### src/rtl/jpeg_rle_encoder_pkg.sv
// Shared JPEG entropy-path definitions: coefficient/block geometry, symbol
// flag bit positions (shared with the VLC stage) and the RLE FSM states.
package jpeg_rle_encoder_pkg;

  localparam int unsigned JPEG_COEF_W    = 11;
  localparam int unsigned JPEG_BLOCK_LEN = 64;
  localparam int unsigned JPEG_RUN_W     = 4;
  localparam int unsigned JPEG_ZRL_RUN   = (1 << JPEG_RUN_W) - 1;

  // Symbol flag vector layout
  localparam int unsigned SYM_FLAG_W = 4;
  localparam int unsigned SYM_DC     = 0;
  localparam int unsigned SYM_EOB    = 1;
  localparam int unsigned SYM_ZRL    = 2;
  localparam int unsigned SYM_LAST   = 3;

  typedef enum logic {
    S_RUN = 1'b0,
    S_ZRL = 1'b1
  } rle_state_e;

endpackage

### src/rtl/jpeg_sym_reg.sv
// One-entry output holding register for RLE symbols with valid/ready.
// Fields stay stable while out_valid is high and out_ready is low.
module jpeg_sym_reg
  import jpeg_rle_encoder_pkg::*;
#(
  parameter int unsigned RUN_W  = JPEG_RUN_W,
  parameter int unsigned COEF_W = JPEG_COEF_W
) (
  input  logic                  clk,
  input  logic                  reset,
  input  logic                  load,
  input  logic                  out_ready,
  input  logic [RUN_W-1:0]      run_in,
  input  logic [COEF_W-1:0]     value_in,
  input  logic [SYM_FLAG_W-1:0] flags_in,
  output logic                  out_valid,
  output logic [RUN_W-1:0]      out_run,
  output logic [COEF_W-1:0]     out_value,
  output logic [SYM_FLAG_W-1:0] out_flags
);

  logic                  valid_q, valid_d;
  logic [RUN_W-1:0]      run_q, run_d;
  logic [COEF_W-1:0]     value_q, value_d;
  logic [SYM_FLAG_W-1:0] flags_q, flags_d;

  // Load a new symbol, or drop valid once the current one is taken.
  always_comb begin
    valid_d = valid_q;
    run_d   = run_q;
    value_d = value_q;
    flags_d = flags_q;
    if (load) begin
      valid_d = 1'b1;
      run_d   = run_in;
      value_d = value_in;
      flags_d = flags_in;
    end else if (out_ready) begin
      valid_d = 1'b0;
    end
  end

  // Holding register with synchronous active-low clear.
  always_ff @(posedge clk) begin
    if (!reset) begin
      valid_q <= 1'b0;
      run_q   <= '0;
      value_q <= '0;
      flags_q <= '0;
    end else begin
      valid_q <= valid_d;
      run_q   <= run_d;
      value_q <= value_d;
      flags_q <= flags_d;
    end
  end

  assign out_valid = valid_q;
  assign out_run   = run_q;
  assign out_value = value_q;
  assign out_flags = flags_q;

endmodule

### src/rtl/jpeg_rle_encoder.sv
// Zero-run-length encoder for one zig-zag ordered 8x8 block: emits DC,
// (run, value) AC symbols, ZRL for runs longer than 15 and a trailing EOB.
module jpeg_rle_encoder
  import jpeg_rle_encoder_pkg::*;
#(
  parameter int unsigned COEF_W    = JPEG_COEF_W,
  parameter int unsigned BLOCK_LEN = JPEG_BLOCK_LEN,
  parameter int unsigned RUN_W     = JPEG_RUN_W
) (
  input  logic              clk,
  input  logic              reset,
  input  logic              in_valid,
  output logic              in_ready,
  input  logic [COEF_W-1:0] in_coef,
  output logic              out_valid,
  input  logic              out_ready,
  output logic [RUN_W-1:0]  out_run,
  output logic [COEF_W-1:0] out_value,
  output logic              out_dc,
  output logic              out_eob,
  output logic              out_zrl,
  output logic              out_last
);

  localparam int unsigned      CNT_W    = $clog2(BLOCK_LEN);
  localparam logic [CNT_W-1:0] LAST_IDX = CNT_W'(BLOCK_LEN - 1);
  localparam logic [CNT_W-1:0] ZRL_CNT  = CNT_W'((1 << RUN_W) - 1);
  localparam logic [CNT_W-1:0] ZRL_SPAN = CNT_W'(1 << RUN_W);
  localparam logic [RUN_W-1:0] ZRL_RUN  = '1;

  rle_state_e           state_q, state_d;
  logic [CNT_W-1:0]     idx_q, idx_d;
  logic [CNT_W-1:0]     zcnt_q, zcnt_d;
  logic [COEF_W-1:0]    hold_val_q, hold_val_d;
  logic                 hold_last_q, hold_last_d;

  logic                  load;
  logic [RUN_W-1:0]      sym_run;
  logic [COEF_W-1:0]     sym_value;
  logic [SYM_FLAG_W-1:0] sym_flags;
  logic [SYM_FLAG_W-1:0] out_flags;
  logic                  in_fire, out_fire;

  // Gated by reset so nothing looks acceptable while the block is held clear.
  assign in_ready = reset && (state_q == S_RUN) && (!out_valid || out_ready);
  assign in_fire  = in_valid && in_ready;
  assign out_fire = out_valid && out_ready;

  // Next-state, counters and symbol formation.
  always_comb begin
    state_d     = state_q;
    idx_d       = idx_q;
    zcnt_d      = zcnt_q;
    hold_val_d  = hold_val_q;
    hold_last_d = hold_last_q;
    load        = 1'b0;
    sym_run     = '0;
    sym_value   = '0;
    sym_flags   = '0;
    case (state_q)
      S_RUN: begin
        if (in_fire) begin
          idx_d = (idx_q == LAST_IDX) ? '0 : idx_q + 1'b1;
          if (idx_q == '0) begin
            load               = 1'b1;
            sym_value          = in_coef;
            sym_flags[SYM_DC]  = 1'b1;
            zcnt_d             = '0;
          end else if (in_coef == '0) begin
            if (idx_q == LAST_IDX) begin
              load                = 1'b1;
              sym_flags[SYM_EOB]  = 1'b1;
              sym_flags[SYM_LAST] = 1'b1;
              zcnt_d              = '0;
            end else begin
              zcnt_d = zcnt_q + 1'b1;
            end
          end else if (zcnt_q <= ZRL_CNT) begin
            load                = 1'b1;
            sym_run             = zcnt_q[RUN_W-1:0];
            sym_value           = in_coef;
            sym_flags[SYM_LAST] = (idx_q == LAST_IDX);
            zcnt_d              = '0;
          end else begin
            // Park the coefficient; ZRLs drain the run before it is emitted.
            hold_val_d         = in_coef;
            hold_last_d        = (idx_q == LAST_IDX);
            load               = 1'b1;
            sym_run            = ZRL_RUN;
            sym_flags[SYM_ZRL] = 1'b1;
            zcnt_d             = zcnt_q - ZRL_SPAN;
            state_d            = S_ZRL;
          end
        end
      end
      S_ZRL: begin
        if (out_fire) begin
          load = 1'b1;
          if (zcnt_q > ZRL_CNT) begin
            sym_run            = ZRL_RUN;
            sym_flags[SYM_ZRL] = 1'b1;
            zcnt_d             = zcnt_q - ZRL_SPAN;
          end else begin
            sym_run             = zcnt_q[RUN_W-1:0];
            sym_value           = hold_val_q;
            sym_flags[SYM_LAST] = hold_last_q;
            zcnt_d              = '0;
            state_d             = S_RUN;
          end
        end
      end
      default: state_d = S_RUN;
    endcase
  end

  // Encoder state registers.
  always_ff @(posedge clk) begin
    if (!reset) begin
      state_q     <= S_RUN;
      idx_q       <= '0;
      zcnt_q      <= '0;
      hold_val_q  <= '0;
      hold_last_q <= 1'b0;
    end else begin
      state_q     <= state_d;
      idx_q       <= idx_d;
      zcnt_q      <= zcnt_d;
      hold_val_q  <= hold_val_d;
      hold_last_q <= hold_last_d;
    end
  end

  jpeg_sym_reg #(
    .RUN_W  (RUN_W),
    .COEF_W (COEF_W)
  ) u_sym_reg (
    .clk       (clk),
    .reset     (reset),
    .load      (load),
    .out_ready (out_ready),
    .run_in    (sym_run),
    .value_in  (sym_value),
    .flags_in  (sym_flags),
    .out_valid (out_valid),
    .out_run   (out_run),
    .out_value (out_value),
    .out_flags (out_flags)
  );

  assign out_dc   = out_flags[SYM_DC];
  assign out_eob  = out_flags[SYM_EOB];
  assign out_zrl  = out_flags[SYM_ZRL];
  assign out_last = out_flags[SYM_LAST];

endmodule

### config.mk
export PLATFORM = sky130hd
export DESIGN_NAME = jpeg_rle_encoder
export DESIGN_NICKNAME = d
export VERILOG_FILES = /design/src/rtl/jpeg_rle_encoder_pkg.sv /design/src/rtl/jpeg_sym_reg.sv /design/src/rtl/jpeg_rle_encoder.sv
export SDC_FILE = /design/constraint.sdc
export NUM_CORES = 1
export LEC_CHECK = 0
export ABC_AREA = 0
export CAP_MARGIN = 30
export CORE_ASPECT_RATIO = 1.5
export CORE_MARGIN = 5
export CORE_UTILIZATION = 40
export DETAILED_ROUTE_END_ITERATION = 7
export GPL_TIMING_DRIVEN = 0
export PLACE_DENSITY = 0.6
export SETUP_SLACK_MARGIN = 0.1
export SYNTH_ARGS = -nofsm -noshare
export SYNTH_HDL_FRONTEND = slang
export SYNTH_SLANG_ARGS = --single-unit
### constraint.sdc
create_clock -name clk -period 2.3 [get_ports clk]
set_input_delay 0.46 -clock clk [delete_from_list [all_inputs] [get_ports clk]]
set_output_delay 0.46 -clock clk [all_outputs]
set_load 0.1 [all_outputs]
Word-level counts from Yosys, hierarchy flattened
Cells that the tools add are included.
Widths: inputs -> output; s select.
Storage, ports and cells
  input bits: 15
  output and inout bits: 21
  register bits after elaboration: 45
Operators by class
  magnitude comparators: 2
  eq/ne operators: 3
  add/subtract/negate cells: 3
  bitwise logic cells: 4
  reduce and logical (&&, ||, !) cells: 12
  muxes and demuxes: 48
Operator list (number)
  $mux 11: 6
  $mux 6: 8
  $mux 4: 7
  $pmux 11 s2: 1
  $mux 1: 18
  $add 6x1->6 const B: 2
  $pmux 6 s2: 1
  $logic_not 11->1: 1
  $pmux 4 s2: 1
  $eq 6x6->1 const B: 1
  $gt 6x4->1 const B: 1
  $le 6x4->1 const B: 1
  $logic_not 6->1: 1
  $sub 6x5->6 const B: 1
  $reduce_and 5->1: 1
  $logic_and 1x1->1: 4
  $mux 2: 2
  $not 1->1: 4
  $pmux 1 s2: 2
  $pmux 2 s2: 1
  $reduce_and 2->1: 2
  $mux 3: 1
  $ne 2x1->1 const B: 1
  $ne 2x2->1 const B: 1
  3 further kinds: 3

Longest topological paths before layout
  depth in word-level cells: 7
  depth in mapped cells: 8

By module
A second synthesis with hierarchy kept.
Second synthesis, totals
  cell total of the unflattened synthesis: 254
  area, all modules: 2262.2 um^2
By module, submodules not included
  jpeg_rle_encoder: cells each 190, area each 1508.9 um^2, times used 1
  jpeg_sym_reg: cells each 64, area each 753.2 um^2, times used 1

Worst setup path before layout
Ideal clock, no wire load.
  path type: register -> register
  from: register u_sym_reg.valid_q, in the netlist u_sym_reg.out_valid
  to: register u_sym_reg.flags_q[3], in the netlist u_sym_reg.out_flags[3]
  data arrival time: 2.227 ns
  path slack: -0.054 ns
  stages on the path, launching flop included: 7
  setup time: 0.128 ns
  clock period less this slack: 2.354 ns
  cells stage by stage: dfxtp_1 nand3_1 and4_2 a31o_1 buf_6 a222oi_1 nor2_1
Between the ends
  word-level cells in the longest chain between the ends: 6
  elaborated cells on any way between the ends: 11
Ends and longest elaborated chain
  from (decl): RTL line jpeg_sym_reg.sv:22  | logic valid_q, valid_d;
  from (signal assigned): RTL line jpeg_sym_reg.sv:51  | valid_q <= valid_d;
  $logic_not 1->1: RTL line jpeg_rle_encoder.sv:45  | assign in_ready = reset && (state_q == S_RUN) && (!out_valid || out_ready);
  $logic_or 1x1->1: RTL line jpeg_rle_encoder.sv:45
  $logic_and 1x1->1: RTL line jpeg_rle_encoder.sv:45
  $logic_and 1x1->1: RTL line jpeg_rle_encoder.sv:46  | assign in_fire = in_valid && in_ready;
  $mux 4 or $mux 1 (tied branches): RTL line jpeg_rle_encoder.sv:62  | if (in_fire) begin
  $pmux 2 s2 or $pmux 1 s2 (tied branches): RTL line jpeg_rle_encoder.sv:60  | case (state_q)
  to (signal assigned): RTL line jpeg_sym_reg.sv:54  | flags_q <= flags_d;
  to (decl): RTL line jpeg_sym_reg.sv:25  | logic [SYM_FLAG_W-1:0] flags_q, flags_d;
Parallel ways exist; a longest one is shown, timed or not.
A chain may end at the register's enable or synchronous reset.

Worst setup path after layout
  from: input in_coef[3]
  to: register hold_val_q[7]
Between the ends
  word-level cells in the longest chain between the ends: 3
Ends and longest elaborated chain
  from (decl): RTL line jpeg_rle_encoder.sv:14  | input logic [COEF_W-1:0] in_coef,
  $logic_not 11->1: RTL line jpeg_rle_encoder.sv:69  | end else if (in_coef == '0) begin
  $not 1->1 (no line)
  $reduce_and 5->1 (no line)
  to (signal assigned): RTL line jpeg_rle_encoder.sv:128  | hold_val_q <= hold_val_d;
  to (decl): RTL line jpeg_rle_encoder.sv:34  | logic [COEF_W-1:0] hold_val_q, hold_val_d;
No other way between the ends.

==> flow_summary.ini <==
[synthesis]
synthDistinctLibCells = 45
synth.net_count = 263
synth_seq_cells = 45
synth-compound-area-share_pct = 22.0
synth_cells = 245
netlist.area_leader.share_pct = 42.2
synth_xor_area_share_pct = 1.23
synth_seq_area_share_pct = 42.2
async_flop_share_pct = 0
synth_area_leaders = dfxtp_1, mux2i_1, nand2_1
synth-edff-count = 0
netlist_area_sq_um = 2140
yosysTopAreaCell = dfxtp_1
synthMuxAreaShare_pct = 5.62
synth_adder_area_share_pct = 1.76
synth.avg_cell_area_sq_um = 8.72
yosys_warnings = 0
yosys.area_share.simple_pct = 22.5
ys.flop_type = dfxtp_1
synth_top_family_by_area = simple AND/OR/NAND/NOR gates

[final_layout]
synthToLayoutAreaGrowth_pct = 30.0
nets = 312
diodes = 0
drive_gt1_share_pct = 13.6
fin_util_pct = 53.8
fillCellCount = 524
final_cell_area_sq_um = 2780

[timing]
hold_viol = 0
finalCriticalPeriod_ps = 2120
period_share_pct = 92.2
setup_violations = 0
rsz0062_at_grt = false
max_slew_margin_pct = 35.8
worst_pin_slew_ps = 967
max_freq_ghz = 0.471
slew_viol_final = 0
fin_skew_ps = 7.93

[worst_setup_path]
rrSetupSlack_ps = 310
worstRegToRegCells = 7
r2r-start = idx_q[0]
rr_endpoint = u_sym_reg.out_flags[3]
end_kind = flop
cp_max_fo = 6
startpoint_type = input pin
crit_arrival_ps = 2290
critPathRequiredTime_ps = 2470
path_class = in -> reg

[drt]
drc = 0
antenna_left = 0
wirelength_um = 5800
viasPerCell = 5.38
drt_iter0_drc = 79
wire_per_inst_um = 16.0
vias = 1948
drtPass1Iterations = 4

[clock_tree]
clk_path_buf_depth = 2
root_buffer = clkbuf_8
htree_levels = 2
hold_buffers = 0
path_clk_slew_ps = 80
cts_tree = done
clock-sinks = 45
cts_buffers = 5
clock_latency_ps = 290

[die]
core_area_sq_um = 5160
dieArea_sq_um = 6930
num_rows = 32
initial_utilization_pct = 41.4
top_level_ports = 36
fp.dieW_um = 69.7
die_h_um = 99.5

[pwr]
power_density_nw_per_um2 = 619
irDropWorstVdd_mv = 0.376
p_leak_uw = 0.00110
p_clk_share_pct = 33.7
combPwrFrac_pct = 19.0
internal_power_uw = 1200
pwr-share-seq_pct = 47.3
swShare_pct = 30.2
switchingPower_uw = 520

[run_status]
status = finished, final reports clean

[job]
drv_cap = 0

[grt]
grt_pass1_wl_um = 9660
grt.total_usage_pct = 17.1
grt_overflow = 0
grt_max_degree = 14
grt_pass1_vias = 1998
antenna_found_initial = 0

[min_path]
hp-class = reg -> reg
hold_path.startpoint = u_sym_reg.out_run[0]
whs_path_depth = 2
hold_path_end = u_sym_reg.out_run[0]

[place]
dpl-instance-area_sq_um = 2570
io_buffers = 35
hpwl_um = 4130
gp_congestion = 0.804
## worst max path at each step
stage	start	endpoint	slack, ps	cells after the start
after floorplan	u_sym_reg.out_valid	u_sym_reg.out_flags[3]	320	6
after global placement	reset	in_ready	-790	4
after detailed placement	reset	in_ready	-800	4
after CTS	reset	in_ready	80	4
after global routing	in_coef[3]	hold_val_q[8]	100	9
final	in_coef[3]	hold_val_q[7]	180	8
## layout by cell type, fill, tap and decap left out, types with 2 or more instances in the layout
cell type	instances
mux2i_1	12
xor2_1	2
nand3_2	2
a22oi_1	3
a21oi_1	16
clkbuf_8	5
nand3_1	4
buf_2	3
nand2b_1	2
a211oi_1	2
o21ai_0	14
dfxtp_1	44
dlygate4sd2_1	20
clkbuf_1	7
or2_2	2
nor2_1	29
a2bb2oi_1	2
buf_6	3
a31oi_1	10
nor4_4	4
and2_1	2
o211ai_1	9
inv_1	5
nand2_1	29
or3_1	3
o22ai_1	3
dlymetal6s2s_1	10
clkdlybuf4s50_1	4
nor3_1	2
ha_1	3
a311oi_1	2
buf_4	8
and3_1	4
## metal layers
layer	part of all wire [%]	GRT usage, %	routed length [um]
met1	41	20.0	2410
met2	52	31.5	3040
met3	3.9	2.73	229
met4	2.1	5.90	123
met5	0	0	0
## registers in the layout, summed over array words and instances (netlist names)
signal and count:
hold_val_q 11, u_sym_reg.out_value 11, u_sym_reg.out_run 4, state_q 1
hold_last_q 1, u_sym_reg.out_valid 1, zcnt_q 6, u_sym_reg.out_flags 4
idx_q 6
## stage by stage
stage	setup WS, ps	instances	total power (uW)	hold slack, ps	setup TNS (ps)
final	179	362	1720	451	0
after global routing	97.5	362	1790	482	0
after CTS	82.4	359	1730	457	0
after detailed placement	-800	348	1160	448	-9800
after global placement	-789	348	1160	441	-9120
after floorplan	316	245	1060	450	0
## logic make-up (layout without fill, tap and decap cells)
family                   count (synthesis)  count (layout)
AND/OR/NAND/NOR                         90              90
adder cells (fa/ha/maj)                  3               3
buffers and inverters                   21              70
flip-flops                              45              45
XOR/XNOR                                 3               3
multiplexers                            12              12
AO/OA/AOI/OAI                           71              71
## final cells by class
| type | instances | area [sq um] | area share, % |
|---|---|---|---|
| plain buffers | 15 | 82.6 | 2.97 |
| clock buffers | 5 | 68.8 | 2.48 |
| clock inverters | 2 | 35.0 | 1.26 |
| inverters | 6 | 22.5 | 0.810 |
| multi-input cells | 179 | 1180 | 42.5 |
| flip-flops and latches | 45 | 902 | 32.5 |
| well taps | 68 | 85.1 | 3.06 |
| repair buffers | 42 | 402 | 14.5 |
## power by group through the flow
stage	clock network, uW	logic, uW	registers [uW]
after floorplan	0	107	948
after CTS	597	324	812
after global placement	0	330	831
after detailed placement	0	330	831
after global routing	627	348	816
final	580	327	813
## critical path, cell delays in order
cell and delay [ps]:
clkdlybuf4s50_1 570, nor4_4 60, and3_1 150, buf_4 160, nor4_4 350, buf_2 280
mux2i_1 200, nor2_1 50
## timing repair
item                       CTS  global route
pin swaps                    2             1
resized for setup           29            20
setup endpoints to repair   44            29
gates cloned                 0             1
buffers inserted             4             2
## cells in the mapped netlist (3+ instances only)
cell type,count
o211ai_1,9
inv_1,5
a31oi_1,11
nor4_4,4
and3_1,4
a22oi_1,3
clkbuf_1,8
ha_1,3
o22ai_1,3
or3_1,3
buf_2,3
nand2b_1,3
nand3_1,5
dfxtp_1,45
nor2_1,29
a21oi_1,16
mux2i_1,12
nand2_1,29
o21ai_0,14
Power figures use the tool's default switching activity.
==> variant 1, RTL diff (config.mk and constraints unchanged) <==
Take the reset off `hold_val_q` and load it in a clocked block of its own.
--- a/src/rtl/jpeg_rle_encoder.sv
+++ b/src/rtl/jpeg_rle_encoder.sv
@@ -119,15 +119,17 @@
       state_q     <= S_RUN;
       idx_q       <= '0;
       zcnt_q      <= '0;
-      hold_val_q  <= '0;
       hold_last_q <= 1'b0;
     end else begin
       state_q     <= state_d;
       idx_q       <= idx_d;
       zcnt_q      <= zcnt_d;
-      hold_val_q  <= hold_val_d;
       hold_last_q <= hold_last_d;
     end
+  end
+
+  always_ff @(posedge clk) begin
+    hold_val_q <= hold_val_d;
   end
 
   jpeg_sym_reg #(
Formal check against the unedited RTL: same outputs for any inputs over 4 cycles, from zero or initial values and one cycle with reset low; that may be too few to reach the edited logic, so the function may still have changed.
==> variant 1 against the unedited design <==
  * Clock power is 17% lower
  * Routed wire length is 3.0% lower
  * First-iteration DRC count grew 110%
  * Power decreased by 5.1%
  * Non-clock buffer count down 1
  * Setup slack got worse by 0.057 ns
  * Area after synthesis decreased by 1.9%
  * Sequential cell count stayed put
  * Final cell count shrank 5.8%
  * Final area fell by 0.18%
  * Critical path type is now reg2reg
  * Largest cell class unchanged
==> variant 1: results (changes against the unedited design) <==
[yosys]
synth.distinct_cells=47  ; +4.4%
ys_seq_area_share_pct=48.24  ; +6.1 points
synth_mux_area_share_pct=0.9552  ; -4.7 points
synth_edf_count=11  ; +11
synth_common_cells=dfxtp_1, nor2_1, nand2_1, o21ai_0, nand3_1
synth_compound_area_share_pct=23.94  ; +2.0 points
avgSynthCellArea_um2=9.440  ; +8.2%
synthTopCellsByArea=dfxtp_1, edfxtp_1, o211a_1
synthXorXnorAreaFrac_pct=1.254  ; +0.024 points
synth_fa_ha_area_share_pct=1.791  ; +0.035 points
synth_nets=240  ; -8.7%
ys_async_sr_fraction_pct=0  ; unchanged

[sta]
fmax_mhz=459.1  ; -2.6%
whs_ns=0.4427  ; -0.008019 ns
finalSetupTns_ns=0  ; unchanged
skew_ns=0.01209  ; +0.004163 ns
slew_headroom_pct=35.35  ; -0.46 points

[finish]
nFillCells=533  ; +1.7%
multi_input_area_um2=1079  ; -8.7%
stdcell_count=341  ; -5.8%
fin_nets=290  ; -7.1%
drive_gt1_share_pct=14.29  ; +0.68 points
antenna_cells=0  ; unchanged

[status]
outcome=finished clean

[setup_path]
critPathSlowestCell=or4b_4
r2r_end=u_sym_reg.out_run[3]
crit_path_max_fanout=5  ; -1
arrival_ns=2.37  ; +0.08 ns
r2r_slack_ns=0.12  ; -0.19 ns
worst_path_dominant_cell_family=simple AND/OR/NAND/NOR gates
critPathMaxStageDelay_ns=0.48  ; -0.09 ns

[cts]
cts.clk_slew.worst_paths_ns=0.09
cts_max_path_buffers=2  ; unchanged
htreeDepth=2  ; unchanged
cts_inserted_buffers=5  ; unchanged
clock-root-buffer=clkbuf_8

[worst_hold_path]
min_path_type=in2reg
hold_end=hold_val_q[3]
hp-start=in_coef[3]
hold_depth=1  ; -1

[route]
wirelength_mm=5.627  ; -3.0%
vias_per_cell=5.666  ; +5.3%
drt-initial-drc-count=166  ; +110%

[place]
dpl.hpwl_mm=4.057  ; -1.7%
placed_cells=326  ; -6.3%
gp_congestion=0.8844  ; +10%
place_area_um2=2560  ; -0.53%
port_buffers=35  ; unchanged
dp_slack_ns=-1.378  ; -0.5778 ns

[power]
ir_drop_uv=436.8  ; +16%
p_leak_nw=1.161  ; +5.9%

[grt]
track_usage_pct=16.73  ; -0.37 points
grt_pass1_vias=1859  ; -7.0%
grt_antenna_before_repair=0  ; unchanged
grt_pass1_wl_mm=9.287  ; -3.9%

[variant 1: cell types whose count changed after synthesis, sizes merged, moves of 6 or more]
cell    delta
a21oi      -8
a31oi      -6
a32oi      +9
dfxtp     -11
edfxtp    +11
mux2i     -10
nand2     -12
nand3      +6
o211a     +10
o211ai     -9
[variant 1: how the worst max path moves through the flow]
stage	slack, ns	start	to
4_1_cts	0.001	reset	in_ready
2_1_floorplan	0.03	reset	in_ready
5_1_grt	0.01	idx_q[0]	u_sym_reg.out_run[3]
3_5_place_dp	-1.38	reset	in_ready
3_3_place_gp	-1.39	reset	in_ready
6_report	0.12	idx_q[0]	u_sym_reg.out_run[3]
[variant 1: cell type report]
type | instances | area share (%)
well taps | 68 | 3.067
plain buffers | 12 | 2.751
clock inverters | 1 | 0.2706
clock buffers | 7 | 2.751
flip-flops and latches | 45 | 36.49
multi-input cells | 160 | 38.88
inverters | 4 | 0.7217
repair buffers | 44 | 15.07
[variant 1: cells by family (layout without fill, tap and decap cells)]
group                    count (synthesis)  after routing
XOR/XNOR                                 3              3
multiplexers                             2              2
AO/OA/AOI/OAI                           67             67
buffers and inverters                   17             68
flip-flops                              45             45
AND/OR/NAND/NOR                         85             85
adder cells (fa/ha/maj)                  3              3
[variant 1: metal layers]
layer  vias to the layer above  share of wire, %  GRT usage, %
li1                        936                 -             -
met1                       942                42         20.44
met2                        45                52         29.56
met3                         9               3.6         3.265
met4                         0               1.8         4.962
met5                         -                 0             0
[variant 1: what timing repair did]
action	CTS	global route
endpoints found under the setup margin	41	21
endpoints found under the hold margin	0	0
pin swaps	5	4
gates resized for setup	37	19
setup buffers	8	0
[variant 1: power breakdown]
group          internal (mW)  switching, mW  total [mW]
sequential             0.828         0.0110       0.839
clock                  0.215          0.268       0.484
combinational         0.0885          0.222       0.310
total                   1.13          0.501        1.63
==> variant 2, RTL diff (same flow settings) <==
Made on the original files. `JPEG_RUN_W`: 4 -> 3.
--- a/src/rtl/jpeg_rle_encoder_pkg.sv
+++ b/src/rtl/jpeg_rle_encoder_pkg.sv
@@ -4,7 +4,7 @@
 
   localparam int unsigned JPEG_COEF_W    = 11;
   localparam int unsigned JPEG_BLOCK_LEN = 64;
-  localparam int unsigned JPEG_RUN_W     = 4;
+  localparam int unsigned JPEG_RUN_W     = 3;
   localparam int unsigned JPEG_ZRL_RUN   = (1 << JPEG_RUN_W) - 1;
 
   // Symbol flag vector layout
Ports: changed (resized out_run); port bits go from 36 to 35. The function was not compared with the original's and may differ.
==> variant 2 against the unedited design <==
  * Die area is 0.16% lower
  * Clock skew is 0.0038 ns lower
  * Area after synthesis is 0.18% lower
  * Routed wire length is 0.60% lower
  * Synthesized cell count is 3.3% lower
  * Sequential cell count is 1 lower
  * Power is 1.9% lower
  * Final cell count is 3.6% lower
  * Core utilization is 1.4 points lower
  * Critical path depth is 4 lower
  * Final area is 2.6% lower
  * Hold slack better by 0.020 ns
  * Setup slack better by 0.021 ns
  * Combinational power is 14% lower
  * Critical endpoint is now in_ready
  * Largest cell class unchanged
  * Highest routed layer unchanged
==> variant 2: results (changes against the unedited design) <==
[setup_path]
r2r_end=u_sym_reg.out_value[1]
arrival_ns=1.64  ; -0.65 ns
critPathSlowestCell=clkdlybuf4s50_1
r2r_slack_ns=0.24  ; -0.07 ns
critPathMaxStageDelay_ns=0.52  ; -0.05 ns
crit_path_max_fanout=6  ; unchanged
r2r_cells=6  ; -1
rr_startpoint=idx_q[3]
critPathLaunch=out_ready

[place]
placed_cells=338  ; -2.9%
gp_congestion=0.7685  ; -4.4%
dpl.hpwl_mm=4.097  ; -0.73%
port_buffers=33  ; -5.7%

[cts]
cts.clk_slew.worst_paths_ns=0.09
insertion_delay_ns=0.31  ; +0.02 ns
cts_max_path_buffers=2  ; unchanged
clock-root-buffer=clkbuf_8
cts_inserted_buffers=5  ; unchanged
htreeDepth=2  ; unchanged

[route]
wl_per_cell_um=16.52  ; +3.1%
firstDrtPassIters=4  ; unchanged
vias_per_cell=5.559  ; +3.3%
drt-initial-drc-count=92  ; +16%
ant_nets=0  ; unchanged

[yosys]
synthTopCellsByArea=dfxtp_1, mux2i_1, nor2_1
synth_warnings=0  ; unchanged
ys_seq_area_share_pct=41.29  ; -0.86 points
ys_async_sr_fraction_pct=0  ; unchanged
synth_nets=257  ; -2.3%
synth_common_cells=dfxtp_1, nor2_1, nand2_1
avgSynthCellArea_um2=9.001  ; +3.2%
synth_ff_type=dfxtp_1
synth.distinct_cells=49  ; +8.9%

[power]
ir_drop_uv=438.6  ; +17%
p_leak_nw=1.056  ; -3.7%

[finish]
drive_gt1_share_pct=12.81  ; -0.79 points
nFillCells=513  ; -2.1%
fin_nets=300  ; -3.8%
antenna_cells=0  ; unchanged
stdcell_count=349  ; -3.6%

[grt]
track_usage_pct=16.69  ; -0.42 points
grt_max_degree=16  ; +2
grt_antenna_before_repair=0  ; unchanged
grt_pass1_vias=1918  ; -4.0%
grt_pass1_wl_mm=9.287  ; -3.9%

[worst_hold_path]
hold_end=u_sym_reg.out_run[0]
min_path_type=reg2reg
hold_depth=1  ; -1
hp-start=u_sym_reg.out_run[0]

[sta]
hold_viol_final=0  ; unchanged
skew_ns=0.004114  ; -0.003816 ns
tightest_slew_ns=0.9761  ; +0.009393 ns

[status]
outcome=finished clean

-- variant 2: cell types whose count changed after synthesis, sizes merged, moves of 3 or more --
cell / delta
nor3: +4
and3: +3
a21oi: -11
o211ai: +3
nand2: -9
o2bb2ai: +4
-- variant 2: where the power goes --
| group | internal [mW] | switching (mW) |
|---|---|---|
| clock | 0.327 | 0.290 |
| combinational | 0.0669 | 0.215 |
| sequential | 0.779 | 0.0104 |
-- variant 2: logic make-up (layout without fill, tap and decap cells) --
kind of cell	count (synthesis)	in the layout	synth area share, %
AOI/OAI and AO/OA	63	63	21.35
xor gates and xnor gates	5	5	2.053
adders and majority gates	5	5	2.933
buffers and inverters	20	64	4.164
DFF	44	44	41.29
muxes	12	12	5.631
and+or+nand+nor	88	88	22.58
-- variant 2: worst max-delay path, delay by kind of cell --
kind                   cells  cell delay [ns]
and+or+nand+nor            2             0.34
buffers and inverters      2             0.84
-- variant 2: layer usage --
| metal | part of all wire, % | wire [um] | global-route usage, % |
|---|---|---|---|
| met4 | 1.7 | 97 | 7.227 |
| met3 | 2.3 | 133 | 3.033 |
| met1 | 43 | 2472 | 19.39 |
| met2 | 53 | 3063 | 29.78 |
| met5 | 0 | 0 | 0 |
-- variant 2: how the worst max path moves through the flow --
stage | end | slack [ns] | cells past startpoint
after global placement | in_ready | -0.65 | 4
after floorplan | in_ready | 0.28 | 3
after global routing | u_sym_reg.out_value[1] | 0.09 | 6
final | in_ready | 0.20 | 4
after CTS | in_ready | 0.05 | 4
after detailed placement | in_ready | -0.66 | 4
-- variant 2: final cells by class --
type | count | area share (%)
clock buffer | 5 | 2.543
clock inverter | 3 | 1.711
multi-input combinational | 173 | 43.78
tap | 68 | 3.144
inverter | 5 | 0.6935
sequential | 44 | 32.59
timing repair buffer | 37 | 13.08
buffer | 14 | 2.450
-- variant 2: repair_timing --
item / CTS / global route
gates resized for setup: 28 / 15
cloned: 0 / 1
pin swaps: 3 / 1
setup endpoints to repair: 29 / 32
hold endpoints to repair: 0 / 0
setup buffers: 1 / 2
-- variant 2: through the flow --
step	hold WS, ns	setup WS (ns)	total power, mW	cell area (um2)
after floorplan	0.4456	0.2780	1.005	2135
after global placement	0.4560	-0.6516	1.101	2550
after detailed placement	0.4567	-0.6592	1.101	2550
after CTS	0.4760	0.05174	1.702	2646
after global routing	0.4827	0.09095	1.750	2706
final	0.4710	0.2001	1.688	2706
